## src/rtl/seg7_scan_driver.sv

```systemverilog
// Three-digit multiplexed 7-segment driver with frame-synchronous update,
// leading-zero blanking, invalid-digit dashes and a stale-measurement timeout.
module seg7_scan_driver #(
    parameter int unsigned REFRESH_DIV  = 50000,
    parameter int unsigned DEAD_CYCLES  = 16,
    parameter int unsigned STALE_FRAMES = 200,
    parameter int unsigned ACTIVE_LOW   = 1
) (
    input  logic       clk,
    input  logic       rst,
    input  logic       upd,
    input  logic [3:0] bcd0,
    input  logic [3:0] bcd1,
    input  logic [3:0] bcd2,
    output logic [2:0] an,
    output logic [6:0] seg,
    output logic       stale
);

    localparam int unsigned DIV_W = $clog2(REFRESH_DIV);
    localparam int unsigned CNT_W = $clog2(STALE_FRAMES + 2);

    localparam logic [DIV_W-1:0] DIV_LAST = DIV_W'(REFRESH_DIV - 1);
    localparam logic [DIV_W-1:0] DEAD_END = DIV_W'(DEAD_CYCLES);
    localparam logic [CNT_W-1:0] CNT_MAX  = CNT_W'(STALE_FRAMES);
    localparam logic             INV      = (ACTIVE_LOW != 0);
    localparam logic [2:0]       AN_OFF   = {3{INV}};
    localparam logic [6:0]       SEG_OFF  = {7{INV}};
    localparam logic [6:0]       SEG_DASH = 7'h40;

    logic [DIV_W-1:0] div_q, div_d;
    logic [1:0]       idx_q, idx_d;
    logic [11:0]      pend_q, pend_d;
    logic             pend_v_q, pend_v_d;
    logic [11:0]      shown_q, shown_d;
    logic [CNT_W-1:0] frame_cnt_q, frame_cnt_d;
    logic             stale_q, stale_d;
    logic [2:0]       an_q, an_d;
    logic [6:0]       seg_q, seg_d;

    logic             wrap;
    logic             boundary;
    logic [3:0]       digit;
    logic             dead;
    logic             blank;
    logic [2:0]       an_act;
    logic [6:0]       seg_act;

    function automatic logic [6:0] seg_decode(input logic [3:0] d);
        case (d)
            4'd0:    seg_decode = 7'h3F;
            4'd1:    seg_decode = 7'h06;
            4'd2:    seg_decode = 7'h5B;
            4'd3:    seg_decode = 7'h4F;
            4'd4:    seg_decode = 7'h66;
            4'd5:    seg_decode = 7'h6D;
            4'd6:    seg_decode = 7'h7D;
            4'd7:    seg_decode = 7'h07;
            4'd8:    seg_decode = 7'h7F;
            4'd9:    seg_decode = 7'h6F;
            default: seg_decode = SEG_DASH;
        endcase
    endfunction

    always_ff @(posedge clk) begin
        if (rst) begin
            div_q       <= '0;
            idx_q       <= '0;
            pend_q      <= '0;
            pend_v_q    <= 1'b0;
            shown_q     <= '0;
            frame_cnt_q <= '0;
            stale_q     <= 1'b1;
            an_q        <= AN_OFF;
            seg_q       <= SEG_OFF;
        end else begin
            div_q       <= div_d;
            idx_q       <= idx_d;
            pend_q      <= pend_d;
            pend_v_q    <= pend_v_d;
            shown_q     <= shown_d;
            frame_cnt_q <= frame_cnt_d;
            stale_q     <= stale_d;
            an_q        <= an_d;
            seg_q       <= seg_d;
        end
    end

    // Slot timer, pending capture and frame-boundary transfer / timeout.
    always_comb begin
        div_d       = div_q + DIV_W'(1);
        idx_d       = idx_q;
        pend_d      = pend_q;
        pend_v_d    = pend_v_q;
        shown_d     = shown_q;
        frame_cnt_d = frame_cnt_q;
        stale_d     = stale_q;

        wrap     = (div_q == DIV_LAST);
        boundary = wrap && (idx_q == 2'd2);

        if (wrap) begin
            div_d = '0;
            idx_d = (idx_q == 2'd2) ? 2'd0 : idx_q + 2'd1;
        end

        if (upd) begin
            pend_d   = {bcd2, bcd1, bcd0};
            pend_v_d = 1'b1;
        end

        if (boundary) begin
            if (upd || pend_v_q) begin
                shown_d     = upd ? {bcd2, bcd1, bcd0} : pend_q;
                pend_v_d    = 1'b0;
                stale_d     = 1'b0;
                frame_cnt_d = '0;
            end else begin
                if (frame_cnt_q != CNT_MAX) begin
                    frame_cnt_d = frame_cnt_q + CNT_W'(1);
                end
                if ((STALE_FRAMES != 0) && (frame_cnt_d == CNT_MAX)) begin
                    stale_d = 1'b1;
                end
            end
        end
    end

    // Digit content for the current slot; registered into an/seg.
    always_comb begin
        case (idx_q)
            2'd1:    digit = shown_q[7:4];
            2'd2:    digit = shown_q[11:8];
            default: digit = shown_q[3:0];
        endcase

        dead  = (div_q < DEAD_END);
        blank = ((idx_q == 2'd2) && (shown_q[11:8] == 4'd0)) ||
                ((idx_q == 2'd1) && (shown_q[11:4] == 8'd0));

        an_act  = '0;
        seg_act = '0;
        if (!dead) begin
            if (stale_q || (digit > 4'd9)) begin
                an_act  = 3'b001 << idx_q;
                seg_act = SEG_DASH;
            end else if (!blank) begin
                an_act  = 3'b001 << idx_q;
                seg_act = seg_decode(digit);
            end
        end

        an_d  = an_act ^ AN_OFF;
        seg_d = seg_act ^ SEG_OFF;
    end

    assign an    = an_q;
    assign seg   = seg_q;
    assign stale = stale_q;

endmodule
```

## config.mk

```make
export PLATFORM = sky130hd
export DESIGN_NAME = seg7_scan_driver
export DESIGN_NICKNAME = d
export VERILOG_FILES = /design/src/rtl/seg7_scan_driver.sv
export SDC_FILE = /design/constraint.sdc
export NUM_CORES = 1
export LEC_CHECK = 0
export ABC_AREA = 1
export CORE_MARGIN = 2
export CORE_UTILIZATION = 45
export DETAILED_ROUTE_END_ITERATION = 6
export HOLD_SLACK_MARGIN = 0.12
export PLACE_DENSITY = 0.76
export SLEW_MARGIN = 20
export SYNTH_ARGS = -nofsm -noshare
export SYNTH_HDL_FRONTEND = slang
export SYNTH_SLANG_ARGS = --single-unit
```

## constraint.sdc

```tcl
create_clock -name clk -period 5.77 [get_ports clk]
set_clock_uncertainty 0.05 [all_clocks]
set_input_delay 1.154 -clock clk [delete_from_list [all_inputs] [get_ports clk]]
set_output_delay 1.154 -clock clk [all_outputs]
set_load 0.05 [all_outputs]
```

# Word-level counts from Yosys, hierarchy flattened
# Memories as Yosys holds them, arrays and structs flattened.
# Cells that the tools add are included.
# totals
register_bits,62
rom_bits,112
output_inout_bits,11
elab_cells,53
mem_count,1
# classes
n_addsub,3
n_lt_le_gt_ge,2
n_eq_ne,5
shifts,1
muxes,18
bitwise_logic,2
reduce_logical,12
# mem_list
memory,depth,width,rd,rd_clocked_by_memory_dff,wr,line,text
(no name shown),16,7,1,0,0,50,case (d)
# op_table
cell,n
$mux W8,4
$mux W7,3
$add A16 B1 Y16 const B,1
$eq A16 B16 Y1 const B,1
$lt A16 B5 Y1 const B,1
$mux W12,1
$mux W3,3
$add A8 B1 Y8 const B,1
$eq A8 B8 Y1 const B,1
$logic_not A8 Y1,1
$ne A8 B8 Y1 const B,1
$pmux W4 S2,1
$not A7 Y7,1
$mux W1,5
$gt A4 B4 Y1 const B,1
$logic_not A4 Y1,1
$reduce_and A2 Y1,2
$logic_and A1 B1 Y1,3
$logic_or A1 B1 Y1,3
$not A3 Y3,1
$shl A1 B2 Y3 const A,1
$add A2 B1 Y2 const B,1
$eq A2 B1 Y1 const B,1
$eq A2 B2 Y1 const B,1
3 further kinds,3

# Depth between registers and ports, before layout
# logic_depth
word_depth,7
depth_mapped,12
depth_no_buf,12

# Worst setup path before layout
# OpenSTA, ideal clock, no wires.
# synth_timing
path_type,input port to flip-flop
from,input upd
to,register shown_q[9]
arrival_ns,2.082
required_time_ns,5.604
path_slack_ns,3.522
path_stages,7
path_buffers,2
path_cell_list,clkbuf_1 nor2_1 inv_1 clkbuf_1 nand3_1 nand2_1 a21oi_2
# synth_via
elab_chain_len,2
elab_cells_between_ends,3
# synth_rtl
item,line,text
start: declaration,11,"input logic upd,"
$logic_or A1 B1 Y1,113,if (upd || pend_v_q) begin
$reduce_and A2 Y1 (no source line),n/a,
end signal: assignment,81,shown_q <= shown_d;
end: declaration,35,"logic [11:0] shown_q, shown_d;"
# Several ways; a longest one is shown, not always the timed one.
# A chain may end at the register's enable or synchronous reset.

# Final worst setup path
# layout_timing
from,input upd
to,"register stale_q, in the netlist stale"
# layout_via
elab_chain_len,3
elab_cells_between_ends,4
# layout_rtl
item,line,text
$logic_or A1 B1 Y1 *,113,
$reduce_bool A2 Y1 (no source line),n/a,
$reduce_and A2 Y1 (no source line),n/a,
end signal: assignment,83,stale_q <= stale_d;
end: declaration,37,"logic stale_q, stale_d;"
# Mark *: on every way between the ends. The rest lies on a longest branch, timed or not.

==> results by group <==
STA
  – Worst Tran Pin Value: a little over 700 ps
  – RSZ-0062 raised after global routing: no
  – Max-slew violations: 0
  – Final period utilization: 0.500
  – Tmin final: around 2900 ps
  – Final setup violation count: 0
  – Max_slew headroom: 0.519
  – Max Fclk: 346 MHz
  – Final hold violations: 0
  – Setup total negative slack: 0 ps

Finish
  – Fin util: 0.556
  – Diodes inserted: 0
  – Area delta synth->final: 17.7%
  – Share of layout cells above drive strength 1: 0.0966
  – Nets@finish: 468
  – # fillers: ~570
  – FF/Latch Area: around 1200 µm²
  – Area of the multi-input gates: between 1500 and 2000 µm²

Logic synthesis
  – Post-Synth XOR/XNOR Area: 0.00289
  – Syn_nets: 440
  – Largest family of logic cells by synthesized area: simple AND/OR/NAND/NOR gates
  – Ranking of synthesized cells by area: dfxtp_1 (41%), nand2_1 (11%), inv_1 (7.1%)
  – Seq cells post-synth: 62
  – Synth Area in Compound Gates: 0.107
  – YS warnings: 0
  – Dominant cell type by area after synthesis: dfxtp_1
  – Number of library cell types mapped by synthesis: 32
  – Seq/Total Area, Yosys: 0.409
  – Post-synth EDFFs: 0
  – Post-synthesis mux area share: 0.0396
  – Synthesized cell area: 3030 µm²
  – Adder-cell share of the synthesized area: 0.0536
  – Main synth FF type: dfxtp_1
  – Area fraction of the dominant cell type after synthesis: 0.409
  – Simple-gate share of the synthesized area: 0.299
  – Synth Area per Inst: 7.36 µm²
  – Async SR Flop Fraction: 0
  – Post-Synthesis Cells: slightly above 400

Clock tree
  – CTS tree: built
  – # resized after CTS: 0
  – H-Tree Depth: 3
  – Inserted Clock Buffers: 9
  – Post-CTS Setup Bufs: 0
  – Clock latency on the worst-skew pair: around 340 ps
  – Clock root cell: clkbuf_8
  – CTS sink cnt: between 60 and 70
  – Worst-case clock buffer depth: 2
  – Hold-fix buffer count after cts: 0
  – Clock transition at the registers of the reported paths: about 60 ps

Die
  – Die W: 86.1 µm
  – # rows: 29
  – Die Y-Extent: 86.1 µm
  – Io pins: 26
  – Core area: 6420 µm²
  – Initial Utilization: 0.472
  – Full die area: 7420 µm²

Setup path
  – CP bufs+invs: 2
  – CP arrival: approximately 3000 ps
  – CP Cell Sequence: clkdlybuf4s50_1 -> nor2_1 -> inv_1 -> nand2_4 -> nand2_1 -> nand2_1
  – WS Path Type: input port to register
  – Worst Path Max Fanout: 14
  – CP top delay family: buffers and inverters
  – Worst path most repeated cell: nand2_1
  – CP endpoint kind: register
  – Worst R2R Setup Slack: 3250 ps
  – WP data required: ~6000 ps
  – FF-to-FF Start: idx_q[0]
  – Reg2reg end: an[0]
  – Max incr delay on CP: 930 ps
  – Critical path launch point type: input port
  – Slowest CP cell: clkdlybuf4s50_1
  – Worst reg2reg path depth: 11

Global routing
  – Antenna violations before repair: 0
  – GRT overflow: 0
  – Largest net degree at the start of global routing: 18
  – First-pass GRT wire length: roughly 11000 µm
  – Tot GR Track Use: 0.186
  – Vias in the first global route: 2473

Flow run
  – # Max-Cap Violations: 0

Route
  – Pre-Repair DR Iteration Count: 4
  – Avg WL per Cell: about 12 µm
  – Antenna Nets Post-Route: 0
  – WL final: roughly 6200 µm
  – Via count: about 2600
  – Initial drt markers: roughly 110
  – DRC Markers: 0
  – Detail-routed via count per cell: about 5

Worst hold path
  – Hold path endpoint: div_q[0]
  – Hold path start: div_q[0]
  – Worst hold stages: 1
  – Worst hold path class: register to register

Pwr
  – Worst vdd ir: between 0.0001 and 0.00015 V
  – Internal power: 730 µW
  – Clock Power Share: 0.482
  – Reg power frac: 0.477
  – Switching power: approximately 190 µW
  – Sw frac: 0.204
  – P_leak: approximately 0.0015 µW
  – Power share of the combinational group: 0.041
  – Power Density: approximately 260 nW/µm²

Place
  – GPL Wtd Cong: approximately 0.85
  – I/O Buffers: 25
  – Detailed placement HPWL: roughly 4500 µm

Outcome
  – Status: finished, final reports clean
-- power groups by stage --
stage                     registers, µW  logic, µW  clock network [µW]
after floorplan                     446       22.7                   0
after global placement              447       36.4                   0
after detailed placement            447       36.9                   0
after CTS                           438       37.4                 449
after global routing                438       42.2                 472
final                               438       37.3                 442
-- synthesized netlist by cell type, types with 2 or more instances --
cell / instances
nor4_1: 3
a21oi_1: 15
inv_1: 57
mux2i_1: 12
nand3_1: 41
o22ai_1: 7
o21ai_2: 3
nand2_1: 86
nand2_4: 2
inv_2: 2
a21oi_2: 10
nor2_1: 46
nor3_1: 9
nand4_1: 5
nand2_2: 2
nor2_2: 4
o21ai_0: 16
dfxtp_1: 62
buf_2: 2
clkbuf_1: 4
ha_1: 13
-- how the worst max path moves through the flow --
stage	start	to	slack (ps)	cells after the start
detailed placement	upd	stale	2570	6
global placement	upd	stale	2600	6
global route	upd	stale	2750	6
floorplan	upd	shown_q[9]	3520	7
finish	upd	stale	2880	6
CTS	upd	stale	2900	6
-- cell type report --
type	count	area share
Multi-Input combinational cell	282	0.426
Sequential cell	62	0.348
Timing Repair Buffer	25	0.0701
Inverter	60	0.0634
Clock buffer	13	0.0473
Tap cell	77	0.0270
Clock inverter	3	0.0182
-- registers in the layout, summed over array words and instances, names as in the netlist --
name,count
pend_q,12
seg,7
stale,1
an,3
pend_v_q,1
frame_cnt_q,8
shown_q,12
div_q,16
idx_q,2
-- routing by layer --
metal	global-route usage	vias to the layer above	wire, µm
met4	0.0823	0	133
li1	-	1379	-
met2	0.290	43	2780
met1	0.236	1174	3020
met5	0	-	0
met3	0.0568	13	233
-- cells by family (layout without fill, tap and decap cells) --
group,Yosys count,in the layout
mux,12,12
simple gates,203,203
xor+xnor,1,1
fa+ha+maj,13,13
buf+inv,68,101
flops,62,62
compound gates,53,53
-- cells in the final DEF (no fill, tap or decap), types with 3 or more instances in the layout --
master / instances
o22ai_1: 7
a21oi_1: 15
clkbuf_8: 12
a21oi_2: 10
nor2_1: 46
nor4_1: 3
o21ai_2: 3
mux2i_1: 12
nor3_1: 9
nor2_2: 4
o21ai_0: 16
ha_1: 13
clkdlybuf4s50_1: 25
dfxtp_1: 62
nand2_1: 86
nand3_1: 41
inv_1: 57
nand4_1: 5
-- stage by stage --
stage / cell area [µm²] / worst slack (ps) / power, µW / hold slack [ps] / std cells
after floorplan: 3030 / 3520 / 469 / 368 / 412
after global placement: 3340 / 2600 / 483 / 386 / 506
final: 3570 / 2880 / 917 / 402 / 522
after global routing: 3570 / 2750 / 952 / 435 / 522
after detailed placement: 3340 / 2570 / 484 / 394 / 506
after CTS: 3570 / 2900 / 924 / 406 / 522
No activity file was read; power rests on OpenSTA's default activity.
